===== src/rtl/dec_ctrl_pkg.sv =====
`default_nettype none
// ============================================================================
//  Module   : dec_ctrl_pkg
//  Purpose  : Shared types and constants for the 2-to-4 decoder scan
//             controller. It holds the FSM state enum, the address width
//             and the scan length. It also provides a modulo-2^ADDR_W
//             increment helper.
//  Ports    : none (package)
//  Revision : 1.0 - initial release
// ============================================================================
package dec_ctrl_pkg;

  localparam int ADDR_W   = 2;
  localparam int SCAN_LEN = 4;

  // S_GAP is reachable only when DEC_SCAN_CTRL_GAP_EN is defined.
  typedef enum logic [1:0] {
    S_IDLE   = 2'd0,
    S_ACTIVE = 2'd1,
    S_GAP    = 2'd2
  } state_t;

  // The natural wrap of the ADDR_W-bit sum gives the modulo-4 step (3 -> 0).
  function automatic logic [ADDR_W-1:0] wrap_inc(input logic [ADDR_W-1:0] a);
    return a + ADDR_W'(1);
  endfunction

endpackage
`default_nettype wire


===== src/rtl/dwell_cnt.sv =====
`default_nettype none
// ============================================================================
//  Module   : dwell_cnt
//  Purpose  : W-bit load/decrement counter. It sets a terminal-count flag
//             when the count is zero, and it holds at zero once there.
//  Ports    : clk      - rising-edge clock
//             rstb     - synchronous active-low reset (clears count)
//             load     - load load_val (has priority over dec)
//             load_val - value to load
//             dec      - decrement by one when not at terminal count
//             tc       - high while count == 0
//  Revision : 1.0 - initial release
// ============================================================================
module dwell_cnt #(
  parameter int W = 4
) (
  input  logic         clk,
  input  logic         rstb,
  input  logic         load,
  input  logic [W-1:0] load_val,
  input  logic         dec,
  output logic         tc
);

  logic [W-1:0] count;

  always_ff @(posedge clk) begin
    if (!rstb) begin
      count <= '0;
    end else if (load) begin
      count <= load_val;
    end else if (dec && !tc) begin
      count <= count - W'(1);
    end
  end

  assign tc = (count == '0);

endmodule
`default_nettype wire


===== src/rtl/dec_scan_ctrl.sv =====
`default_nettype none
// ============================================================================
//  Module   : dec_scan_ctrl
//  Purpose  : Drives the address lines and the enable of a 2-to-4 decoder.
//             The block has two modes. A single-address mode dwells on one
//             address. A scan mode walks four consecutive addresses, modulo
//             4. Each address keeps EN high for DWELL+1 cycles.
//  Config   : DEC_SCAN_CTRL_GAP_EN - when defined, one EN-low GAP cycle is
//             inserted between consecutive scan addresses. The default build
//             has no gap and holds EN high across the whole scan.
//  Ports    : CLK     - rising-edge clock
//             RSTB    - synchronous active-low reset
//             START   - start request, honoured only in IDLE
//             MODE    - 0 single address, 1 four-address scan
//             ADDR_IN - first address (bit 0 -> A0)
//             DWELL   - EN-high cycles per address minus one
//             A0, A1  - registered decoder address
//             EN      - registered decoder enable
//             BUSY    - registered, high in every non-IDLE state
//             DONE    - registered one-cycle completion pulse
//  Revision : 1.0 - initial release
// ============================================================================
module dec_scan_ctrl
  import dec_ctrl_pkg::*;
#(
  parameter int DWELL_W = 4
) (
  input  logic               CLK,
  input  logic               RSTB,
  input  logic               START,
  input  logic               MODE,
  input  logic [1:0]         ADDR_IN,
  input  logic [DWELL_W-1:0] DWELL,
  output logic               A0,
  output logic               A1,
  output logic               EN,
  output logic               BUSY,
  output logic               DONE
);

  state_t              state, state_nxt;
  logic [ADDR_W-1:0]   addr, addr_nxt;
  logic [ADDR_W-1:0]   step, step_nxt;     // addresses already completed
  logic                mode_l, mode_nxt;
  logic [DWELL_W-1:0]  dwell_l, dwell_nxt;
  logic                en_q, en_nxt;
  logic                busy_q;
  logic                done_q, done_nxt;
  logic                cnt_load, cnt_dec, cnt_tc;
  logic [DWELL_W-1:0]  cnt_load_val;

  dwell_cnt #(
    .W (DWELL_W)
  ) u_dwell_cnt (
    .clk      (CLK),
    .rstb     (RSTB),
    .load     (cnt_load),
    .load_val (cnt_load_val),
    .dec      (cnt_dec),
    .tc       (cnt_tc)
  );

  // State register. Every output comes from a flop, so no input reaches an
  // output combinationally.
  always_ff @(posedge CLK) begin
    if (!RSTB) begin
      state   <= S_IDLE;
      addr    <= '0;
      step    <= '0;
      mode_l  <= 1'b0;
      dwell_l <= '0;
      en_q    <= 1'b0;
      busy_q  <= 1'b0;
      done_q  <= 1'b0;
    end else begin
      state   <= state_nxt;
      addr    <= addr_nxt;
      step    <= step_nxt;
      mode_l  <= mode_nxt;
      dwell_l <= dwell_nxt;
      en_q    <= en_nxt;
      busy_q  <= (state_nxt != S_IDLE);
      done_q  <= done_nxt;
    end
  end

  always_comb begin
    state_nxt    = state;
    addr_nxt     = addr;
    step_nxt     = step;
    mode_nxt     = mode_l;
    dwell_nxt    = dwell_l;
    en_nxt       = 1'b0;
    done_nxt     = 1'b0;
    cnt_load     = 1'b0;
    cnt_load_val = dwell_l;
    cnt_dec      = 1'b0;

    case (state)
      S_IDLE: begin
        // Operands are latched here only. START seen in any other state has
        // no effect.
        if (START) begin
          state_nxt    = S_ACTIVE;
          addr_nxt     = ADDR_IN;
          mode_nxt     = MODE;
          dwell_nxt    = DWELL;
          step_nxt     = '0;
          en_nxt       = 1'b1;
          cnt_load     = 1'b1;
          cnt_load_val = DWELL;
        end
      end

      S_ACTIVE: begin
        en_nxt = 1'b1;
        if (!cnt_tc) begin
          cnt_dec = 1'b1;
        end else if (!mode_l || (step == ADDR_W'(SCAN_LEN - 1))) begin
          // The sequence is complete. EN drops and DONE pulses on the same
          // edge. The address holds for the idle period.
          state_nxt = S_IDLE;
          en_nxt    = 1'b0;
          done_nxt  = 1'b1;
        end else begin
          addr_nxt = wrap_inc(addr);
          step_nxt = wrap_inc(step);
`ifdef DEC_SCAN_CTRL_GAP_EN
          state_nxt = S_GAP;
          en_nxt    = 1'b0;
`else
          // With no gap, the address changes together with the reload, so EN
          // stays high without a break.
          cnt_load  = 1'b1;
`endif
        end
      end

`ifdef DEC_SCAN_CTRL_GAP_EN
      S_GAP: begin
        state_nxt = S_ACTIVE;
        en_nxt    = 1'b1;
        cnt_load  = 1'b1;
      end
`endif

      default: begin
        state_nxt = S_IDLE;
      end
    endcase
  end

  assign A0   = addr[0];
  assign A1   = addr[1];
  assign EN   = en_q;
  assign BUSY = busy_q;
  assign DONE = done_q;

endmodule
`default_nettype wire


===== config.mk =====
export PLATFORM = sky130hd
export DESIGN_NAME = dec_scan_ctrl
export DESIGN_NICKNAME = d
export VERILOG_FILES = /design/src/rtl/dec_ctrl_pkg.sv /design/src/rtl/dwell_cnt.sv /design/src/rtl/dec_scan_ctrl.sv
export SDC_FILE = /design/constraint.sdc
export NUM_CORES = 1
export LEC_CHECK = 0
export CAP_MARGIN = 20
export CORE_MARGIN = 4
export CORE_UTILIZATION = 50
export DETAILED_ROUTE_END_ITERATION = 8
export PLACE_DENSITY = 0.72
export SYNTH_ARGS = -nofsm -noshare
export SYNTH_HDL_FRONTEND = slang
export SYNTH_HIERARCHICAL = 1
export SYNTH_SLANG_ARGS = --single-unit

===== constraint.sdc =====
create_clock -name CLK -period 2.4 [get_ports CLK]
set_input_delay 0.48 -clock CLK [delete_from_list [all_inputs] [get_ports CLK]]
set_output_delay 0.48 -clock CLK [all_outputs]
set_load 0.01 [all_outputs]

After elaboration in Yosys (flattened, before gate mapping)
Cells that the tools add are included.
- add/sub/neg operators: 3
- multiply operators: 0
- divide/modulo/power cells: 0
- magnitude comparators: 0
- equal/unequal tests: 5
- shift operators: 0
- mux-type cells: 25
- bitwise logic cells: 0
- reductions and logical operators: 12
- operators by type and width (cell ; count):
    2-bit two-way mux ; 9
    4-bit two-way mux ; 4
    2-bit case mux with 2 select lines ; 3
    1-bit two-way mux ; 7
    2-bit inequality test (second input constant) ; 3
    2-bit nonzero test ; 3
    2-bit by 1-bit adder with 2-bit output (second input constant) ; 2
    4-bit logical NOT ; 1
    1-bit case mux with 2 select lines ; 2
    4-bit AND reduction ; 1
    4-bit by 1-bit subtractor with 4-bit output (second input constant) ; 1
    3-bit AND reduction ; 1
    2-bit by 1-bit == test with 1-bit output (second input constant) ; 1
    2-bit == test (second input constant) ; 1
    1-bit logical NOT ; 2
    2-bit logical NOT ; 1
    2-bit AND reduction ; 1
    1-bit logical AND ; 1
    1-bit logical OR ; 1
- register bits after elaboration: 18
- latch bits: 0
- RAM bits: 0
- bits in read-only memories: 0
- input bits: 10
- output and inout bits: 5
- memories: 0

Longest topological paths before layout
Gate-level depths: netlist (run 1).
- word-level depth: 6
- depth in mapped cells: 10

Hierarchy
Netlist (run 1), hierarchy kept.
- modules (own cells, without submodules) (module ; times used ; cells each ; area an instance (um^2) ; seq. area each (um^2)):
    dec_scan_ctrl ; 1 ; 62 ; 614.3 ; 280.3
    dwell_cnt ; 1 ; 31 ; 256.5 ; 80.1

Worst setup path before layout (run 1)
OpenSTA, ideal clock, no wires.
- kind: register to register
- start point: reg u_dwell_cnt.count[0]
- end point: reg u_dwell_cnt.count[0]
- setup time: 88 ps
- data arrival time: 1873 ps
- slack: 439 ps
- stages on the path, launching flop included: 11
- period minus slack after synthesis: 1961 ps
- path through: dfxtp_1 > inv_1 > ha_1 > or3b_4 > clkinv_2 > and3b_1 > a21oi_1 > inv_1 > inv_1 > nor2_1 > a311oi_2
- elaborated cells on any way between the ends: 11
- classes of those cells: add/sub (1); mux (6); reduce/logical (4)
- RTL lines (element ; line ; RTL):
    from (decl) ; dwell_cnt.sv:25 ; logic [W-1:0] count;
    from (signal assigned) ; dwell_cnt.sv:31 ; count <= load_val;
    from (signal assigned) ; dwell_cnt.sv:33 ; count <= count - W'(1);
    4-bit logical NOT * ; dwell_cnt.sv:37 ; assign tc = (count == '0);
    via cnt_tc ; dec_scan_ctrl.sv:49 ; logic cnt_load, cnt_dec, cnt_tc;
    1-bit two-way mux * ; dec_scan_ctrl.sv:117 ; if (!cnt_tc) begin
    1-bit case mux with 2 select lines * ; dec_scan_ctrl.sv:99 ; case (state)
    via cnt_load ; dec_scan_ctrl.sv:49 ;
    4-bit two-way mux / 2-bit nonzero test (equally long branches) ; n/a ;
Mark *: on every way through the listed nets, which the timed path passes. The rest lies on a longest branch. The select of a mux whose other input is x is not followed.
A chain may end at the register's enable or synchronous reset.

Worst setup path in the final report (run 1)
Same ends and word-level chain as after synthesis.

==> flow_metrics.tcl, run 1 <==
set metrics [dict create \
    synth_cell_types 36 \
    finalWirelength_mm 1.69 \
    fin_crit_ns 2.18 \
    min-delay-path-class "reg -> reg" \
    die_w_um 49.7 \
    synthAdderAreaFrac_pct 2.87 \
    cp.required_ns 2.62 \
    synth-simple-area-share_pct 27.2 \
    grt_pass1_vias 688 \
    synth_compound_area_share_pct 15.8 \
    drc 0 \
    p_leak_nw 0.406 \
    synth_xor_area_share_pct 0 \
    cts_root_buffer "clkbuf_4" \
    dr.pass1.iters 4 \
    clkSinkCount 18 \
    overflow 0 \
    crit_slowest_cell "dfxtp_1" \
    rsz0062_at_grt "false" \
    dp_cells 123 \
    cts_buffers 3 \
    crit_buf_inv 4 \
    wire_per_inst_um 13.3 \
    fin_nets 124 \
    synth_cells 93 \
    cts.path.max_buffers 2 \
    grt_use_total_pct 16.6 \
    clk_pin_slew_ns 0.10 \
    power.density_nw_per_um2 574 \
    start_util_pct 55.2 \
    irDropWorstVdd_v 0.000421 \
    num_vias 750 \
    portBuffers 14 \
    synth_top_family_by_area "simple AND/OR/NAND/NOR gates" \
    drive_above_1_share_pct 15.3 \
    clock_latency_ns 0.30 \
    synthMuxAreaShare_pct 7.47 \
    drv_cap 0 \
    yosys_warnings 6 \
    final_cells 127 \
    final_util_pct 67.9 \
    setup_violations 0 \
    ys_ff_latch 18 \
    crit_path_cell_trace "inv_1 -> ha_1 -> or3b_4 -> clkinv_2 -> and3b_1 -> a21oi_1 -> inv_1 -> inv_1 -> nor2_1 -> a311oi_2" \
    area_delta_synth_final_pct 23.0 \
    cp_max_fo 7 \
    fin_crit_sh_pct 90.9 \
    postCtsSetupBuffers 0 \
    fmax_mhz 458 \
    place_congestion 0.762 \
    synth_top_flop_cell "dfxtp_1" \
    rows 14 \
    antenna-diode-count 0 \
    fin_hold_ws_ns 0.483 \
    viasPerCell 5.91 \
    layout_commonest_cell "dfxtp_1" \
    clock_skew_ns 0.00662 \
    criticalPathCategory "reg -> reg" \
    synth_edf_count 0 \
    slowest_delay_ns 0.41 \
    multi_input_area_um2 468 \
    cts_tree "yes" \
    num-fill-cells 126 \
    crit_top_cell "inv_1" \
    grt_max_degree 16 \
    final_cell_mix "18 x dfxtp_1, 14 x clkdlybuf4s50_1, 7 x inv_1, 7 x nor2_1, 7 x nand2_1" \
    maxSlewViolCount 0 \
    regArea_um2 360 \
    grt_antenna_before_repair 0 \
    worst_setup_path_start_kind "flop" \
    dp_hpwl_mm 1.32 \
    cp_data_arrival_time_ns 2.40 \
    core_um2 1580 \
    grt_pass1_wl_mm 3.11 \
    synth-seq-area-share_pct 41.4 \
    ctsResizeCount 0 \
    die_area_um2 2470 \
    synth_area_per_cell_um2 9.36 \
    io_pins 15 \
    critPathTopFamily "simple AND/OR/NAND/NOR gates" \
    outcome "complete, no violations" \
    h-tree-depth 1 \
    ant_nets 0 \
    die_h_um 49.7 \
    postCtsHoldBufs 0 \
    syn_nets 105 \
    ys_async_sr_fraction_pct 0 \
    endpoint_kind "flop" \
    hold_viol 0 \
    fin_tns_setup_ns 0 \
    drt_iter0_drc 16 \
    synth_area_um2 871 \
]
## registers in the layout, summed over array words and instances (netlist names)
register / cells
addr: 2
EN: 1
dwell_l: 4
DONE: 1
state: 2
u_dwell_cnt/count: 4
BUSY: 1
step: 2
mode_l: 1
## where the power goes
part | switching (mW) | total (mW) | internal [mW] | leakage, nW
logic | 0.0490 | 0.104 | 0.0553 | 0.238
clock network | 0.0903 | 0.183 | 0.0927 | 0.0210
registers | 0.0146 | 0.328 | 0.313 | 0.147
total | 0.154 | 0.615 | 0.461 | 0.406
## routing by layer
| metal | vias up | share of wire (%) | global-route usage, % |
|---|---|---|---|
| li1 | 375 | - | - |
| met1 | 341 | 45 | 21.0 |
| met2 | 28 | 45 | 24.4 |
| met3 | 6 | 8.2 | 6.63 |
| met4 | 0 | 1.5 | 7.37 |
| met5 | - | 0 | 0 |
## path summary, 6_finish.rpt
path / end / cells after the start / from / slack, ns
worst max-delay path: u_dwell_cnt/count[0]$_SDFFE_PN0P_ / 10 / u_dwell_cnt/count[0]$_SDFFE_PN0P_ / 0.22
worst min-delay path: step[1]$_SDFFE_PN0P_ / 2 / step[1]$_SDFFE_PN0P_ / 0.48
worst max register to register: u_dwell_cnt/count[0]$_SDFFE_PN0P_ / 10 / u_dwell_cnt/count[0]$_SDFFE_PN0P_ / 0.22
worst min register to register: step[1]$_SDFFE_PN0P_ / 2 / step[1]$_SDFFE_PN0P_ / 0.48
## cell usage after synthesis (all sizes together), types with 2 or more instances
master   count  share of area, %
o2111ai      2               2.0
nand3        5               2.9
a21oi        3               1.7
nand2        7               3.0
inv          7               3.0
nand3b       2               1.7
o22ai        2               1.4
and2         4               2.9
dfxtp       18                41
or3b         2               2.3
o21ai        2               1.6
mux2         4               5.2
nand2b       3               2.2
mux2i        2               2.3
nor2         7               3.0
a311oi       5               5.7
ha           2               2.9
## cells by family after synthesis
group / count (synthesis)
other: 1
buffers and inverters: 10
AO/OA/AOI/OAI: 18
multiplexers: 6
adder cells (fa/ha/maj): 2
flip-flops: 18
AND/OR/NAND/NOR: 38
## per-stage QoR
stage	instance area, µm²	power, mW	setup WS, ns
after global placement	1030	0.436	0.286
final	1070	0.615	0.217
after floorplan	871	0.396	0.439
after detailed placement	1030	0.438	0.225
after global routing	1070	0.646	0.0171
after CTS	1070	0.624	0.224
## worst register-to-register path, delay by kind of cell (launching register included)
family	cells	cell delay, ns
and+or+nand+nor	3	0.54
buffers and inverters	4	0.46
AOI/OAI and AO/OA	2	0.44
DFF	1	0.41
adders and majority gates	1	0.25
## final cells by class
| cell class | count | area share, % |
|---|---|---|
| Multi-Input combinational cell | 65 | 43.7 |
| Sequential cell | 18 | 33.6 |
| Timing Repair Buffer | 16 | 14.5 |
| Clock buffer | 4 | 3.39 |
| Inverter | 8 | 2.92 |
| Tap cell | 16 | 1.87 |
Note: power is estimated with default switching activity, not from simulation.
==> run 2: changes to the inputs <==
--- a/config.mk
+++ b/config.mk
@@ -5,7 +5,6 @@
 export SDC_FILE = /design/constraint.sdc
 export NUM_CORES = 1
 export LEC_CHECK = 0
-export CAP_MARGIN = 20
 export CORE_MARGIN = 4
 export CORE_UTILIZATION = 50
 export DETAILED_ROUTE_END_ITERATION = 8
==> results of run 2 <==
Same layout as run 1: the final DEF is identical, and so are final timing and power.
